===== src/rtl/y86_pkg.sv =====
// Shared Y86-64 encodings and the condition evaluator used by the execute stage.
package y86_pkg;

    localparam logic [3:0] I_HALT  = 4'h0;
    localparam logic [3:0] I_NOP   = 4'h1;
    localparam logic [3:0] I_RRMOV = 4'h2;
    localparam logic [3:0] I_IRMOV = 4'h3;
    localparam logic [3:0] I_RMMOV = 4'h4;
    localparam logic [3:0] I_MRMOV = 4'h5;
    localparam logic [3:0] I_OPQ   = 4'h6;
    localparam logic [3:0] I_JXX   = 4'h7;
    localparam logic [3:0] I_CALL  = 4'h8;
    localparam logic [3:0] I_RET   = 4'h9;
    localparam logic [3:0] I_PUSH  = 4'hA;
    localparam logic [3:0] I_POP   = 4'hB;

    localparam logic [3:0] ALU_ADD = 4'h0;
    localparam logic [3:0] ALU_SUB = 4'h1;
    localparam logic [3:0] ALU_AND = 4'h2;
    localparam logic [3:0] ALU_XOR = 4'h3;

    localparam logic [3:0] C_YES = 4'h0;
    localparam logic [3:0] C_LE  = 4'h1;
    localparam logic [3:0] C_L   = 4'h2;
    localparam logic [3:0] C_E   = 4'h3;
    localparam logic [3:0] C_NE  = 4'h4;
    localparam logic [3:0] C_GE  = 4'h5;
    localparam logic [3:0] C_G   = 4'h6;

    localparam logic [3:0] RNONE = 4'hF;

    // cc is packed {ZF,SF,OF}
    function automatic logic cond_eval(input logic [3:0] ifun, input logic [2:0] cc);
        logic zf, sf, of;
        zf = cc[2];
        sf = cc[1];
        of = cc[0];
        case (ifun)
            C_YES:   return 1'b1;
            C_LE:    return (sf ^ of) | zf;
            C_L:     return sf ^ of;
            C_E:     return zf;
            C_NE:    return ~zf;
            C_GE:    return ~(sf ^ of);
            C_G:     return ~(sf ^ of) & ~zf;
            default: return 1'b0;
        endcase
    endfunction

endpackage


===== src/rtl/y86_alu.sv =====
// Combinational Y86 ALU: result = b OP a, with zero/sign/overflow flags.
module y86_alu
    import y86_pkg::*;
#(
    parameter int WIDTH = 64
) (
    input  logic [WIDTH-1:0] a_i,
    input  logic [WIDTH-1:0] b_i,
    input  logic [3:0]       fun_i,
    output logic [WIDTH-1:0] result_o,
    output logic             zf_o,
    output logic             sf_o,
    output logic             of_o
);

    logic w_a_msb, w_b_msb, w_r_msb;

    assign w_a_msb = a_i[WIDTH-1];
    assign w_b_msb = b_i[WIDTH-1];
    assign w_r_msb = result_o[WIDTH-1];

    always_comb begin
        result_o = b_i + a_i;
        of_o     = 1'b0;
        case (fun_i)
            ALU_ADD: begin
                result_o = b_i + a_i;
                of_o     = (w_a_msb == w_b_msb) & (w_r_msb != w_a_msb);
            end
            ALU_SUB: begin
                result_o = b_i - a_i;
                of_o     = (w_a_msb != w_b_msb) & (w_r_msb != w_b_msb);
            end
            ALU_AND: result_o = b_i & a_i;
            ALU_XOR: result_o = b_i ^ a_i;
            default: result_o = b_i + a_i;
        endcase
    end

    assign zf_o = (result_o == '0);
    assign sf_o = w_r_msb;

endmodule


===== src/rtl/y86_execute_pipe.sv =====
// Y86-64 execute stage: operand select, ALU, CC register, Cnd evaluation and
// a single valid/ready output register towards the memory stage.
module y86_execute_pipe
    import y86_pkg::*;
#(
    parameter int WIDTH      = 64,
    parameter int STACK_STEP = WIDTH / 8
) (
    input  logic             clk_i,
    input  logic             rst_n_i,
    input  logic             in_valid_i,
    output logic             in_ready_o,
    input  logic [3:0]       icode_i,
    input  logic [3:0]       ifun_i,
    input  logic [WIDTH-1:0] valA_i,
    input  logic [WIDTH-1:0] valB_i,
    input  logic [WIDTH-1:0] valC_i,
    input  logic [3:0]       dstE_i,
    input  logic [3:0]       dstM_i,
    input  logic             flush_i,
    input  logic             cc_block_i,
    output logic             out_valid_o,
    input  logic             out_ready_i,
    output logic [WIDTH-1:0] valE_o,
    output logic [WIDTH-1:0] valA_o,
    output logic             cnd_o,
    output logic [3:0]       dstE_o,
    output logic [3:0]       dstM_o,
    output logic             err_o,
    output logic [2:0]       cc_o
);

    localparam logic [WIDTH-1:0] STEP     = WIDTH'(STACK_STEP);
    localparam logic [WIDTH-1:0] NEG_STEP = '0 - STEP;

    logic             r_out_valid;
    logic [WIDTH-1:0] r_valE, r_valA;
    logic             r_cnd, r_err;
    logic [3:0]       r_dstE, r_dstM;
    logic [2:0]       r_cc;

    logic             w_accept, w_is_opq, w_is_jxx, w_is_rrmov, w_bad_fun;
    logic             w_cnd, w_cc_we;
    logic [3:0]       w_dstE, w_alu_fun;
    logic [WIDTH-1:0] w_alu_a, w_alu_b, w_alu_r;
    logic             w_zf, w_sf, w_of;

    assign in_ready_o = ~flush_i & (~r_out_valid | out_ready_i);
    assign w_accept   = in_valid_i & in_ready_o;

    assign w_is_opq   = (icode_i == I_OPQ);
    assign w_is_jxx   = (icode_i == I_JXX);
    assign w_is_rrmov = (icode_i == I_RRMOV);
    assign w_bad_fun  = (w_is_opq & (ifun_i > ALU_XOR)) |
                        ((w_is_jxx | w_is_rrmov) & (ifun_i > C_G));

    // Unlisted icodes (halt, nop, jXX, unknown) leave both operands at zero so valE is 0.
    always_comb begin
        w_alu_a   = '0;
        w_alu_b   = '0;
        w_alu_fun = ALU_ADD;
        case (icode_i)
            I_OPQ: begin
                w_alu_a   = valA_i;
                w_alu_b   = valB_i;
                w_alu_fun = w_bad_fun ? ALU_ADD : ifun_i;
            end
            I_RRMOV: w_alu_a = valA_i;
            I_IRMOV: w_alu_a = valC_i;
            I_RMMOV, I_MRMOV: begin
                w_alu_a = valC_i;
                w_alu_b = valB_i;
            end
            I_CALL, I_PUSH: begin
                w_alu_a = NEG_STEP;
                w_alu_b = valB_i;
            end
            I_RET, I_POP: begin
                w_alu_a = STEP;
                w_alu_b = valB_i;
            end
            default: ;
        endcase
    end

    y86_alu #(.WIDTH(WIDTH)) u_alu (
        .a_i      (w_alu_a),
        .b_i      (w_alu_b),
        .fun_i    (w_alu_fun),
        .result_o (w_alu_r),
        .zf_o     (w_zf),
        .sf_o     (w_sf),
        .of_o     (w_of)
    );

    // Cnd uses the CC as it stood before this instruction.
    assign w_cnd   = (w_is_jxx | w_is_rrmov) & ~w_bad_fun & cond_eval(ifun_i, r_cc);
    assign w_dstE  = (w_bad_fun | (w_is_rrmov & ~w_cnd)) ? RNONE : dstE_i;
    assign w_cc_we = w_accept & w_is_opq & ~w_bad_fun & ~cc_block_i;

    always_ff @(posedge clk_i or negedge rst_n_i) begin
        if (!rst_n_i) begin
            r_cc <= 3'b100;
        end else if (w_cc_we) begin
            r_cc <= {w_zf, w_sf, w_of};
        end
    end

    always_ff @(posedge clk_i or negedge rst_n_i) begin
        if (!rst_n_i) begin
            r_out_valid <= 1'b0;
            r_valE      <= '0;
            r_valA      <= '0;
            r_cnd       <= 1'b0;
            r_dstE      <= RNONE;
            r_dstM      <= RNONE;
            r_err       <= 1'b0;
        end else if (flush_i) begin
            r_out_valid <= 1'b0;
        end else if (w_accept) begin
            r_out_valid <= 1'b1;
            r_valE      <= w_alu_r;
            r_valA      <= valA_i;
            r_cnd       <= w_cnd;
            r_dstE      <= w_dstE;
            r_dstM      <= dstM_i;
            r_err       <= w_bad_fun;
        end else if (out_ready_i) begin
            r_out_valid <= 1'b0;
        end
    end

    assign out_valid_o = r_out_valid;
    assign valE_o      = r_valE;
    assign valA_o      = r_valA;
    assign cnd_o       = r_cnd;
    assign dstE_o      = r_dstE;
    assign dstM_o      = r_dstM;
    assign err_o       = r_err;
    assign cc_o        = r_cc;

endmodule


===== config.mk =====
export PLATFORM = sky130hd
export DESIGN_NAME = y86_execute_pipe
export DESIGN_NICKNAME = d
export VERILOG_FILES = /design/src/rtl/y86_pkg.sv /design/src/rtl/y86_alu.sv /design/src/rtl/y86_execute_pipe.sv
export SDC_FILE = /design/constraint.sdc
export NUM_CORES = 1
export LEC_CHECK = 0
export ABC_AREA = 1
export BUFFER_PORTS_ARGS = -buffer_cell sky130_fd_sc_hd__buf_2
export CAP_MARGIN = 20
export CORE_ASPECT_RATIO = 1.4
export CORE_UTILIZATION = 40
export CTS_BUF_LIST = sky130_fd_sc_hd__clkbuf_8
export CTS_CLUSTER_DIAMETER = 120
export DETAILED_ROUTE_END_ITERATION = 12
export GPL_TIMING_DRIVEN = 0
export SLEW_MARGIN = 20
export SYNTH_ARGS = -nofsm -noshare
export SYNTH_HDL_FRONTEND = slang
export SYNTH_HIERARCHICAL = 1
export SYNTH_SLANG_ARGS = --single-unit

===== constraint.sdc =====
create_clock -name clk_i -period 1.48 [get_ports clk_i]
set_clock_uncertainty 0.15 [all_clocks]
set_input_delay 0.296 -clock clk_i [delete_from_list [all_inputs] [get_ports clk_i]]
set_output_delay 0.296 -clock clk_i [all_outputs]
set_load 0.01 [all_outputs]

==> results.txt, run 1 <==
- The share of total power dissipated in combinational logic is 58.0%.
- After synthesis, the mean cell area works out to 6.124 µm².
* Antenna violation net count after detailed routing: 0
* Worst Path Required: 1.82 ns
* All-Layer GR Usage: 35.72%
- The floorplan step defined a die boundary enclosing 45350 µm².
- Area of the core region: 43950 µm²
* Most common cell after layout, fill and taps aside: sky130_fd_sc_hd__nand2_1
* Final Cycle Share: 350.4%
- Synth-to-Final Area Change: 61.69%
* Rows: 91
- VDD sags by at most 638.4 µV.
- Yosys mapped the design onto 52 distinct sky130hd cell types.
- Yosys warns: 6
- CTS Buffer Depth: 2
* Hold Crit Class: primary input to flop
- Number of endpoints failing setup at the final stage: 281
- Summed over all nets, the half-perimeter wirelength after detailed placement is 65980 µm.
- Proportion of total power due to net switching: ~44%
- Part of the total power dissipated in the clock network: about 16%
* Post-synth EDFFs: 0
- The internal portion of the total power is approximately 11 mW.
- Chip width: 180.3 µm
* Max cap viols: 0
- In the synthesized netlist, the number of instances is 2906.
- The number of clock buffers added by TritonCTS is 17.
* Register area share after synthesis: 20.03%
- The routed design could run at a clock period as short as 5.186 ns.
* Final Hold Violating Endpoints: 0
- The initial utilization of the core area, before any placement, comes to 40.49%.
- Vert. Die Dim: roughly 250 µm
- Total grt overflow: 0
- Later-pin clock latency in the skew report: approximately 0.54 ns
- For this run, the top clock speed supported by timing is between 150 and 200 MHz.
* Wire length reported by the detailed router: 86630 µm
- In this design, the stage delay of the slowest critical-path cell is 0.42 ns.
* Htree depth: 4
- The first detailed-routing pass ran for 5 iterations.
* Vias in the first global route: 21.22k
* Mean number of vias per cell: 5.268
- In the layout the commonest cells are sky130_fd_sc_hd__nand2_1 (562), sky130_fd_sc_hd__inv_1 (547), sky130_fd_sc_hd__buf_2 (362), sky130_fd_sc_hd__nand2_2 (273), sky130_fd_sc_hd__buf_4 (187).
- Setup repair after global routing could not meet its margin everywhere.
- For this run, the leading register cell type out of synthesis is sky130_fd_sc_hd__dfrtp_1.
- Entering global routing, the biggest net connects 74 pins.
- Area of the multi-input gates: between 15000 and 20000 µm²
* Pleak: 15.48 nW
* Worst Tran Pin Value: 1.011 ns
- Cell area after synthesis: 17800 µm²
* Share of post-route cells with drive strength above 1: 47.12%
- Iteration-0 DRC Markers: 1462
* Total area of sequential cells: approximately 3600 µm²
- DRC Markers: 0
- The tree is rooted in a sky130_fd_sc_hd__clkbuf_8.
- Count of pins over their slew limit: 0
- On the final layout, the worst hold slack is roughly 0.066 ns.
- Worst-path cell with the longest stage delay: sky130_fd_sc_hd__nor3_4
* I/O pins: roughly 360
- Fraction of synthesized cell area taken by the top area cell type: between 10% and 20%
- Initial antenna violation count: 7
- In this run the power spent charging and discharging nets is 9.106 mW.
* Final WS setup: -3.706 ns
- In this run the tightest slew margin relative to its limit is between 30 and 40%.
- Among the stages of the critical path, the cell type that occurs most often is sky130_fd_sc_hd__nand2_1.
- Data arrival at the endpoint of the critical path: 5.52 ns
- Nets@finish: 3953
- Dividing the detail-routed wire length by the instance count gives approximately 21 µm.
* Power density cells: 713.4 nW/µm²
- Post-synthesis async set-or-reset flop share: 100.0%
* Startpoint class of the critical path: primary input
* Top cell family by delay on the critical path: simple AND/OR/NAND/NOR gates
- TritonCTS built the clock tree.
- Ranking of synthesized cells by area: sky130_fd_sc_hd__dfrtp_1 (19%), sky130_fd_sc_hd__nand2_1 (18%), sky130_fd_sc_hd__inv_1 (13%), sky130_fd_sc_hd__ha_1 (9.0%), sky130_fd_sc_hd__nor2_1 (6.1%)
- The routed layout has roughly 22k vias.
- Violated checks: negative setup slack
* Routability Congestion: 1.006
* Final Core Density: 65.48%
- Buffering stage count on the worst path with inverters included: 9
- In this run the worst path has a maximum fanout of 10.
- The clock drives 142 sinks.
- Clock-pin slew of the registers on the worst-case setup and hold paths: 0.10 ns
* Synthesized flop and latch total: 142
* Status: finished with violations
* Largest area contributor in the netlist: sky130_fd_sc_hd__dfrtp_1
- The worst setup path is of the primary input to flop kind.
- Filler Cells Inserted: 3874
- STA classifies the critical path endpoint as a flop.
- Adding up every negative setup slack in the final design gives -183.93 ns.
- I/O Buffers: 356
* Sequential fraction of design power: between 20% and 30%
- The first global-routing pass estimated 121100 µm of wire.
## cells in the mapped netlist, types with 3 or more instances
library cell,n
sky130_fd_sc_hd__and3_1,3
sky130_fd_sc_hd__nand4_1,33
sky130_fd_sc_hd__o21ai_0,97
sky130_fd_sc_hd__o211ai_2,40
sky130_fd_sc_hd__and2_1,3
sky130_fd_sc_hd__o21ai_2,4
sky130_fd_sc_hd__inv_1,622
sky130_fd_sc_hd__nand2_1,868
sky130_fd_sc_hd__nor3_1,24
sky130_fd_sc_hd__o21ai_1,7
sky130_fd_sc_hd__buf_4,3
sky130_fd_sc_hd__a31oi_1,4
sky130_fd_sc_hd__o21bai_1,10
sky130_fd_sc_hd__nor2_4,4
sky130_fd_sc_hd__nand3_2,3
sky130_fd_sc_hd__nand3b_1,18
sky130_fd_sc_hd__dfstp_2,9
sky130_fd_sc_hd__nor2_2,8
sky130_fd_sc_hd__nor3_2,3
sky130_fd_sc_hd__clkbuf_1,23
sky130_fd_sc_hd__nand3_1,137
sky130_fd_sc_hd__a21oi_2,3
sky130_fd_sc_hd__o211ai_1,20
sky130_fd_sc_hd__a21oi_1,73
sky130_fd_sc_hd__nor4_1,18
sky130_fd_sc_hd__dfrtp_1,133
sky130_fd_sc_hd__inv_2,12
sky130_fd_sc_hd__xnor2_1,13
sky130_fd_sc_hd__o31ai_1,4
sky130_fd_sc_hd__nor3_4,3
sky130_fd_sc_hd__nor2_1,288
sky130_fd_sc_hd__buf_2,25
sky130_fd_sc_hd__nand2_2,54
sky130_fd_sc_hd__buf_6,13
sky130_fd_sc_hd__xor2_1,48
sky130_fd_sc_hd__mux2_2,68
sky130_fd_sc_hd__ha_1,128
sky130_fd_sc_hd__buf_1,9
sky130_fd_sc_hd__a22o_1,54
## routing by layer
metal / part of all wire, % / track usage, % / vias up
li1: - / - / 10480
met1: 35 / 38.02 / 10260
met2: 49 / 63.71 / 946
met3: 5.2 / 3.796 / 364
met4: 10 / 29.87 / 4
met5: 0.027 / 0 / -
## sequential cells by signal (all words and copies together) (netlist names)
name and count:
dstE_o 4, valE_o 64, out_valid_o 1, dstM_o 4, valA_o 64, err_o 1, cc_o 3, cnd_o 1
## worst reg2reg max path: stages, from the launching register on
cell and delay (ns):
sky130_fd_sc_hd__dfrtp_1 0.42, sky130_fd_sc_hd__a21oi_2 0.20, sky130_fd_sc_hd__nand2_4 0.17, sky130_fd_sc_hd__buf_12 0.21, sky130_fd_sc_hd__buf_12 0.18, sky130_fd_sc_hd__buf_8 0.14, sky130_fd_sc_hd__nand2_1 0.07, sky130_fd_sc_hd__o21ai_1 0.09
## what timing repair did
item	CTS	global route
hold buffers	76	0
endpoints found under the hold margin	148	0
cloned	1	9
gates resized for setup	452	773
endpoints found under the setup margin	284	285
buffers inserted	123	125
pin swaps	128	267
## worst paths after layout
kind / from / end / slack, ns / cells after the start
setup reg to reg: out_valid_o$_DFFE_PN0P_ / valA_o[41]$_DFFE_PN0P_ / -0.28 / 7
setup / recovery: icode_i[2] / cc_o[2]$_DFFE_PN1P_ / -3.71 / 40
min in group asynchronous: rst_n_i / valA_o[55]$_DFFE_PN0P_ / 0.11 / 2
max in group asynchronous: rst_n_i / cc_o[2]$_DFFE_PN1P_ / 0.22 / 3
hold / removal: ifun_i[3] / cnd_o$_DFFE_PN0P_ / 0.07 / 6
hold reg to reg: valA_o[3]$_DFFE_PN0P_ / valA_o[3]$_DFFE_PN0P_ / 0.35 / 2
## kinds of logic (layout without fill, tap and decap cells)
group           count (synthesis)  count (layout)  share of synthesized area [%]
compound gates                324             324                          12.80
xor+xnor                       61              61                          3.002
fa+ha+maj                     129             129                          9.111
buf+inv                       708            1423                          15.72
flops                         142             142                          20.03
mux                            68              68                          4.303
other cells                     1               7                        0.02107
simple gates                 1473            1474                          35.01
## cell type report
cell class,instances,share of cell area [%]
diodes,5,0.04348
plain buffers,72,2.609
clock buffers,17,0.8131
clock inverters,15,0.5696
inverters,635,8.483
multi-input cells,2058,55.45
flip-flops and latches,142,12.39
well taps,558,2.426
repair buffers,684,17.22
## metrics by stage
| stage | worst slack (ns) | instance area (µm²) | cells | power, mW |
|---|---|---|---|---|
| 2_1_floorplan | -3.030 | 18320 | 2907 | 10.27 |
| 3_3_place_gp | -5.443 | 20800 | 3821 | 13.31 |
| 3_5_place_dp | -5.410 | 20840 | 3822 | 13.44 |
| 4_1_cts | -3.522 | 24850 | 4053 | 18.32 |
| 5_1_grt | -3.950 | 28770 | 4185 | 21.66 |
| 6_report | -3.706 | 28780 | 4186 | 20.53 |
## power groups by stage
stage	Clock (mW)	Sequential (mW)	Combinational [mW]
after floorplan	0	5.71	4.56
after global placement	0	5.29	8.02
after detailed placement	0	5.31	8.14
after CTS	3.43	5.24	9.66
after global routing	3.58	5.38	12.7
final	3.35	5.28	11.9
No activity file was read; power rests on OpenSTA's default activity.
==> run 2: changes to the inputs <==
Settings changed: SKIP_CTS_REPAIR_TIMING set to 1.
==> run 2 against run 1 <==
The run still ends with negative setup slack left. Global-route usage fell by 1.9 points. First-iteration DRC count is 1.8% lower. Critical path depth increased by 2. Clock-buffer cell count unchanged. Flip-flop and latch count is the same. Design area shrank 5.6%. Wire length is 3.3% lower. Non-clock buffer count decreased by 66. Critical path type unchanged.
==> results.txt, run 2 (same netlist as run 1, synthesis figures left out) <==
- For the finished layout, the period the worst path requires is about 5.3 ns.
- RR Startpoint: out_valid_o$_DFFE_PN0P_
- Relative slew slack: 31.47%
- Power density cells: 725.6 nW/µm²
- In this run the vertical extent of the chip is 251.6 µm.
- In this run the count of I/O pins placed on the die edge is 357.
* Start-to-end type of the worst setup path: primary input to flop
- Of the total power, the clock network draws between 15 and 20%.
* Top cell family by delay on the critical path: simple AND/OR/NAND/NOR gates
* Area of the core region: around 44000 µm²
- The pre-antenna-repair detailed-routing pass consisted of 6 iterations.
* Share of post-route cells with drive strength above 1: 42.89%
- For the worst setup path, the data required time is 1.81 ns.
* Vias after detailed routing: 21.48k
* Total Neg Setup Slack: -185.65 ns
- The H-tree was split into 4 levels.
- Counting every sink on the clock net gives 142.
- For this design, the slowest cell found on the critical path is sky130_fd_sc_hd__nor3_4.
- Static timing analysis puts the maximum clock frequency at 189.6 MHz.
- I/O Buffers: 356
- The critical path crosses 42 cells after its start point.
- For flop-to-flop paths, the worst setup slack is -0.25 ns.
- Root buffer cell: sky130_fd_sc_hd__clkbuf_8
- From synthesis to final layout, the design area changed by 52.64%.
- Across all setup checks in the final design, the least slack found is -3.793 ns.
- Initial standard-cell utilization of the core: 40.49%
- The clock passes through at most 2 buffers.
- Global routing used between 30% and 40% of the available tracks.
- Setup repair after global routing could not meet its margin everywhere.
- Detailed placement ended at an HPWL of 65980 µm.
* Final Cycle Share: 356.3%
- Later-pin clock latency in the skew report: 0.54 ns
- Switching power summed over all nets: 8.651 mW
- The total overflow left after global routing is 0.
* Total die area: 45350 µm²
- Crit. Startpoint: icode_i[2]
- Initial antenna violation count: 3
* Average wire per standard cell: 20.35 µm
* Iteration-0 DRC Markers: approximately 1.4k
* Max cap viols: 0
- Chip width: roughly 180 µm
- Leaving out fill and tap cells, the most frequent cell in the layout is sky130_fd_sc_hd__nand2_1.
* Nets@finish: 3886
- Violated checks: negative setup slack
* Crit-path max cell delay: 0.40 ns
* Buffering stage count on the worst path with inverters included: 9
* Vias in the first global route: 19.57k
- Data arrival at the endpoint of the critical path: 5.61 ns
* Final Hold Violating Endpoints: 0
- Routability Congestion: 1.006
- Setup violations remaining at the end of the flow were counted as around 270.
- Following the worst setup path forward leads to its endpoint at cc_o[2]$_DFFE_PN1P_.
- Net switching is 43.89% of the power.
- Combinational share of power: ~56%
- Of all nets on the critical path, the largest fanout is 8.
* Count of pins over their slew limit: 0
- Dividing the detail-routed via count by the number of cells gives 5.217.
* Internal power: 11.06 mW
- The count of nets left with antenna violations once routing finished came out at 0.
- Clock buffers created by TritonCTS: 17
- The worst setup path is launched from a primary input.
- Pleak: ~15 nW
- At the end of the flow the core is filled with cells to 61.81%.
* Global-route wire length before repair: 113600 µm
- Sort of element at the end of the critical path: flop
* Largest net degree at the start of global routing: 74
- The routed design has ~84000 µm of wire.
* Worst voltage drop across the vdd grid: a little over 600 µV
- The share of total power dissipated in sequential elements is 26.8%.
- CTS tree: built
* Filler Cells Inserted: 4113
- Hold Crit Class: primary input to flop
* Status: finished with violations
- The library cells used most frequently in the layout, excluding fill and tap cells, are sky130_fd_sc_hd__nand2_1 (612), sky130_fd_sc_hd__inv_1 (560), sky130_fd_sc_hd__buf_2 (336), sky130_fd_sc_hd__nand2_2 (249), sky130_fd_sc_hd__nor2_1 (176).
* Path depth of the worst reg2reg path: 5
- Library cell appearing most often on the critical path: sky130_fd_sc_hd__nand2_1
* Rows: a little over 90
* Clock-pin slew of the registers on the worst-case setup and hold paths: 0.10 ns
* Worst Tran Pin Value: 1.028 ns
- DRC Markers: 0
- The endpoint identified for the worst register-to-register timing path is valE_o[55]$_DFFE_PN0P_.
## run 2: cell types whose count changed in the layout (fill, tap and decap cells not counted), sizes merged
cell,change
clkinv,-1
diode,-3
nand2,-1
inv,+1
clkbuf,+3
buf,-69
## run 2: stage by stage
| step | setup slack [ns] | cell area, µm² | hold slack (ns) | power, mW | std cells |
|---|---|---|---|---|---|
| after floorplan | -3.030 | 18320 | -0.1496 | 10.27 | 2907 |
| after global placement | -5.443 | 20800 | 0.3137 | 13.31 | 3821 |
| after detailed placement | -5.410 | 20840 | 0.1311 | 13.44 | 3822 |
| after CTS | -4.864 | 21230 | -0.4689 | 16.83 | 3854 |
| after global routing | -4.067 | 27170 | 0.07872 | 20.85 | 4116 |
| final | -3.793 | 27170 | 0.09704 | 19.71 | 4116 |
## run 2: final cells by class
class	count	area, µm²	area share (%)
clock inverter	15	163.9	0.6034
tap	558	698.2	2.570
sequential	142	3565	13.12
buffer	73	716.9	2.639
antenna	2	5.005	0.01842
multi-input combinational	2057	14920	54.91
timing repair buffer	617	4449	16.38
inverter	635	2419	8.903
clock buffer	17	234.0	0.8613
## run 2: power groups by stage
stage                     clock, mW  combinational, mW  sequential [mW]
after global placement            0               8.02             5.29
after CTS                      3.43               8.17             5.23
after floorplan                   0               4.56             5.71
after detailed placement          0               8.14             5.31
final                          3.34               11.1             5.28
after global routing           3.59               11.9             5.37
## run 2: metal layers
metal,up-vias,GRT usage [%],part of all wire (%)
met5,-,0,0.018
met4,2,27.28,10
met3,339,3.941,4.6
met2,877,60.48,49
met1,9920,35.91,36
li1,10340,-,-
## run 2: tightest hold or removal path: stages
cell and delay (ns):
sky130_fd_sc_hd__buf_2 0.09, sky130_fd_sc_hd__nor2_1 0.07, sky130_fd_sc_hd__nand2_1 0.07, sky130_fd_sc_hd__nand2_1 0.05
sky130_fd_sc_hd__nand2_1 0.10, sky130_fd_sc_hd__o21ai_1 0.08
## run 2: how the worst min path moves through the flow
| stage | cells after the start | endpoint | slack, ns | start |
|---|---|---|---|---|
| 4_1_cts | 1 | valA_o[55]$_DFFE_PN0P_ | -0.47 | rst_n_i |
| 3_3_place_gp | 2 | valA_o[53]$_DFFE_PN0P_ | 0.31 | valA_o[53]$_DFFE_PN0P_ |
| 3_5_place_dp | 1 | valA_o[55]$_DFFE_PN0P_ | 0.13 | rst_n_i |
| 2_1_floorplan | 0 | cc_o[0]$_DFFE_PN0P_ | -0.15 | rst_n_i |
| 5_1_grt | 6 | cnd_o$_DFFE_PN0P_ | 0.08 | ifun_i[2] |
| 6_report | 6 | cnd_o$_DFFE_PN0P_ | 0.1 | ifun_i[2] |
==> run 3: changes to the inputs <==
Settings changed: RECOVER_POWER set to 50.
Clock period 1.48 ns to 6.6 ns, I/O delays scaled along.
==> run 3 against run 2 <==
The flow finishes with violations (design-rule violations, max-capacitance violations, max-slew violations). Worst hold slack better by 0.24 ns. Final cell count decreased by 5.0%. Utilization is 11 points lower. Clock-buffer cell count stayed put. Die area stayed put. Register-to-register slack improved by 3.5 ns. Critical path depth is 8 lower. Worst setup slack better by 3.9 ns. Sequential power decreased by 78%. Via count down 6.1%. Sequential share of layout area is 2.9 points higher. Flip-flop and latch count unchanged. Largest cell class unchanged. Largest power group unchanged.
==> results.txt, run 3 (same netlist as run 1, synthesis figures left out) <==
- Together, buffers and inverters on the worst path number 8.
- For this design the static power due to leakage is 12.85 nW.
- Worst voltage drop across the vdd grid: roughly 140 µV
- For this design the total switching power over the nets is 1.722 mW.
- The number of max-slew violations in the final report was 77.
- Data arrival at the endpoint of the critical path: 6.83 ns
- Vias after detailed routing: between 20k and 25k
- Htree depth: 4
- The total overflow left after global routing is 0.
* CTS tree: built
- The min-delay analysis places its worst path in the category flop to flop.
- Setup violations remaining at the end of the flow were counted as 0.
- The checks that failed: design-rule violations, max-capacitance violations, max-slew violations.
* Startpoint class of the critical path: primary input
- Relative slew slack: -152.7%
* Internal power: 2.163 mW
* Power density cells: 175.1 nW/µm²
- Wire length reported by the detailed router: 81020 µm
- The clock passes through at most 2 buffers.
- Post-layout instance count excluding filler cells: 3911
- Most common cell after layout, fill and taps aside: sky130_fd_sc_hd__nand2_1
- The total area inside the core boundary comes to 43950 µm².
- The worst setup path is captured at a flop.
- Using the TritonRoute via totals, the vias-per-cell ratio works out to 5.159.
- Placed instance count: 3822
* Root buffer cell: sky130_fd_sc_hd__clkbuf_8
- The critical path in this run is classified as primary input to flop.
- Pre-Repair DR Iteration Count: 10
- Among all stages on the critical path, the largest delay is contributed by sky130_fd_sc_hd__nor4_1.
- Clock-pin slew of the registers on the worst-case setup and hold paths: around 0.090 ns
- Detailed placer's ending HPWL: slightly below 70000 µm
- In the routed design, unresolved DRC markers number 1.
- Static timing analysis puts the maximum clock frequency at around 150 MHz.
- Leaving out fill and tap cells, the most frequent cells in the layout are sky130_fd_sc_hd__nand2_1 (834), sky130_fd_sc_hd__inv_1 (619), sky130_fd_sc_hd__buf_2 (371), sky130_fd_sc_hd__nor2_1 (234), sky130_fd_sc_hd__dfrtp_1 (133).
- Max cap viols: 2
- The final hold violation count is 0.
- Dividing the detail-routed wire length by the instance count gives 20.72 µm.
- At the end of routability-driven placement, the weighted congestion stood at 1.002.
- Crit-path max cell delay: 0.57 ns
- The final critical path takes up 98.42% of the cycle.
* Worst Path Required: 6.93 ns
- Combinational logic burns 49.8% of the power.
- The floorplan has 91 rows.
- Sequential fraction of design power: slightly above 30%
* Later-pin clock latency in the skew report: 0.53 ns
* Status: finished with violations
- Global-route wire length before repair: approximately 120000 µm
- Synth-to-Final Area Change: 24.63%
- Iteration-0 DRC Markers: ~1.4k
- I/O pins: 357
- The worst path meets setup with 0.1046 ns of slack.
- Per report_power, the clock group accounts for 20.0% of the total.
- The die covers between 40000 and 50000 µm².
- Nets@finish: 3678
- CTS saw between 100 and 150 sinks.
* Worst Tran Pin Value: 3.791 ns
- Post-Place Worst Slack: -1.595 ns
* All-Layer GR Usage: between 30% and 40%
- Entering global routing, the biggest net connects 78 pins.
- The via count of the first global-routing pass came to 19.84k.
* Initial standard-cell utilization of the core: 40.49%
* Vert. Die Dim: about 250 µm
* Share of post-route cells with drive strength above 1: 26.31%
* Chip width: roughly 180 µm
- I/O Buffers: between 300 and 400
- The count of nets left with antenna violations once routing finished came out at 0.
- Net switching is around 44% of the power.
- Subtracting the final worst setup slack from the clock period gives 6.495 ns.
- Library cell appearing most often on the critical path: sky130_fd_sc_hd__nand2_1
- Top cell family by delay on the critical path: simple AND/OR/NAND/NOR gates
- Worst Path Max Fanout: 10
- Initial antenna violation count: 5
* Clock buffers created by TritonCTS: 17
[run 3: path summary, 6_finish.rpt]
path	from	end	slack (ns)	cells after the start
min	valA_o[25]$_DFFE_PN0P_	valA_o[25]$_DFFE_PN0P_	0.34	2
max in group asynchronous	rst_n_i	valA_o[6]$_DFFE_PN0P_	2.21	1
max	icode_i[2]	cc_o[2]$_DFFE_PN1P_	0.10	34
min in group asynchronous	rst_n_i	valE_o[53]$_DFFE_PN0P_	1.93	1
min reg2reg	valA_o[25]$_DFFE_PN0P_	valA_o[25]$_DFFE_PN0P_	0.34	2
max reg2reg	out_valid_o$_DFFE_PN0P_	valA_o[43]$_DFFE_PN0P_	3.22	7
[run 3: final cells by class]
class	count	area (µm²)
Tap cell	558	698.2
Sequential cell	142	3565
Clock inverter	15	173.9
Buffer	73	417.9
Clock buffer	17	234.0
Inverter	635	2384
Antenna cell	5	12.51
Fill cell	4771	21770
Timing Repair Buffer	409	2202
Multi-Input combinational cell	2057	12490
[run 3: power by group through the flow]
| stage | registers (mW) | clock network (mW) | logic (mW) |
|---|---|---|---|
| 2_1_floorplan | 1.28 | 0 | 0.965 |
| 3_3_place_gp | 1.18 | 0 | 1.77 |
| 3_5_place_dp | 1.19 | 0 | 1.79 |
| 4_1_cts | 1.18 | 0.794 | 1.80 |
| 5_1_grt | 1.20 | 0.826 | 2.11 |
| 6_report | 1.18 | 0.775 | 1.93 |
[run 3: per-layer routing]
metal  vias to the layer above  part of all wire, %  track usage, %
li1                       9908                    -               -
met1                      9324                   38           38.54
met2                       735                   50           63.88
met3                       208                  3.8           3.277
met4                         0                  7.7           25.84
met5                         -                    0               0
[run 3: worst reg2reg max path: stages, from the launching register on]
cell and delay [ns]:
sky130_fd_sc_hd__dfrtp_1 0.38, sky130_fd_sc_hd__a21oi_1 0.09, sky130_fd_sc_hd__nand2_1 0.10, sky130_fd_sc_hd__clkbuf_1 1.11, sky130_fd_sc_hd__clkbuf_1 0.73, sky130_fd_sc_hd__clkbuf_1 0.53, sky130_fd_sc_hd__nand2_1 0.09, sky130_fd_sc_hd__o21ai_0 0.11
[run 3: per-stage QoR]
stage / cell area, µm² / power [mW] / hold WS, ns / utilization (%) / setup TNS (ns)
floorplan: 17800 / 2.244 / 0.3679 / - / 0
global placement: 20280 / 2.952 / 0.3082 / 46.15 / -17.25
detailed placement: 20320 / 2.982 / 0.3207 / 46.23 / -18.83
CTS: 20730 / 3.767 / 0.3425 / 47.16 / -2.201
global route: 22180 / 4.130 / 0.3526 / 50.47 / -0.04249
finish: 22180 / 3.885 / 0.3412 / 50.47 / 0
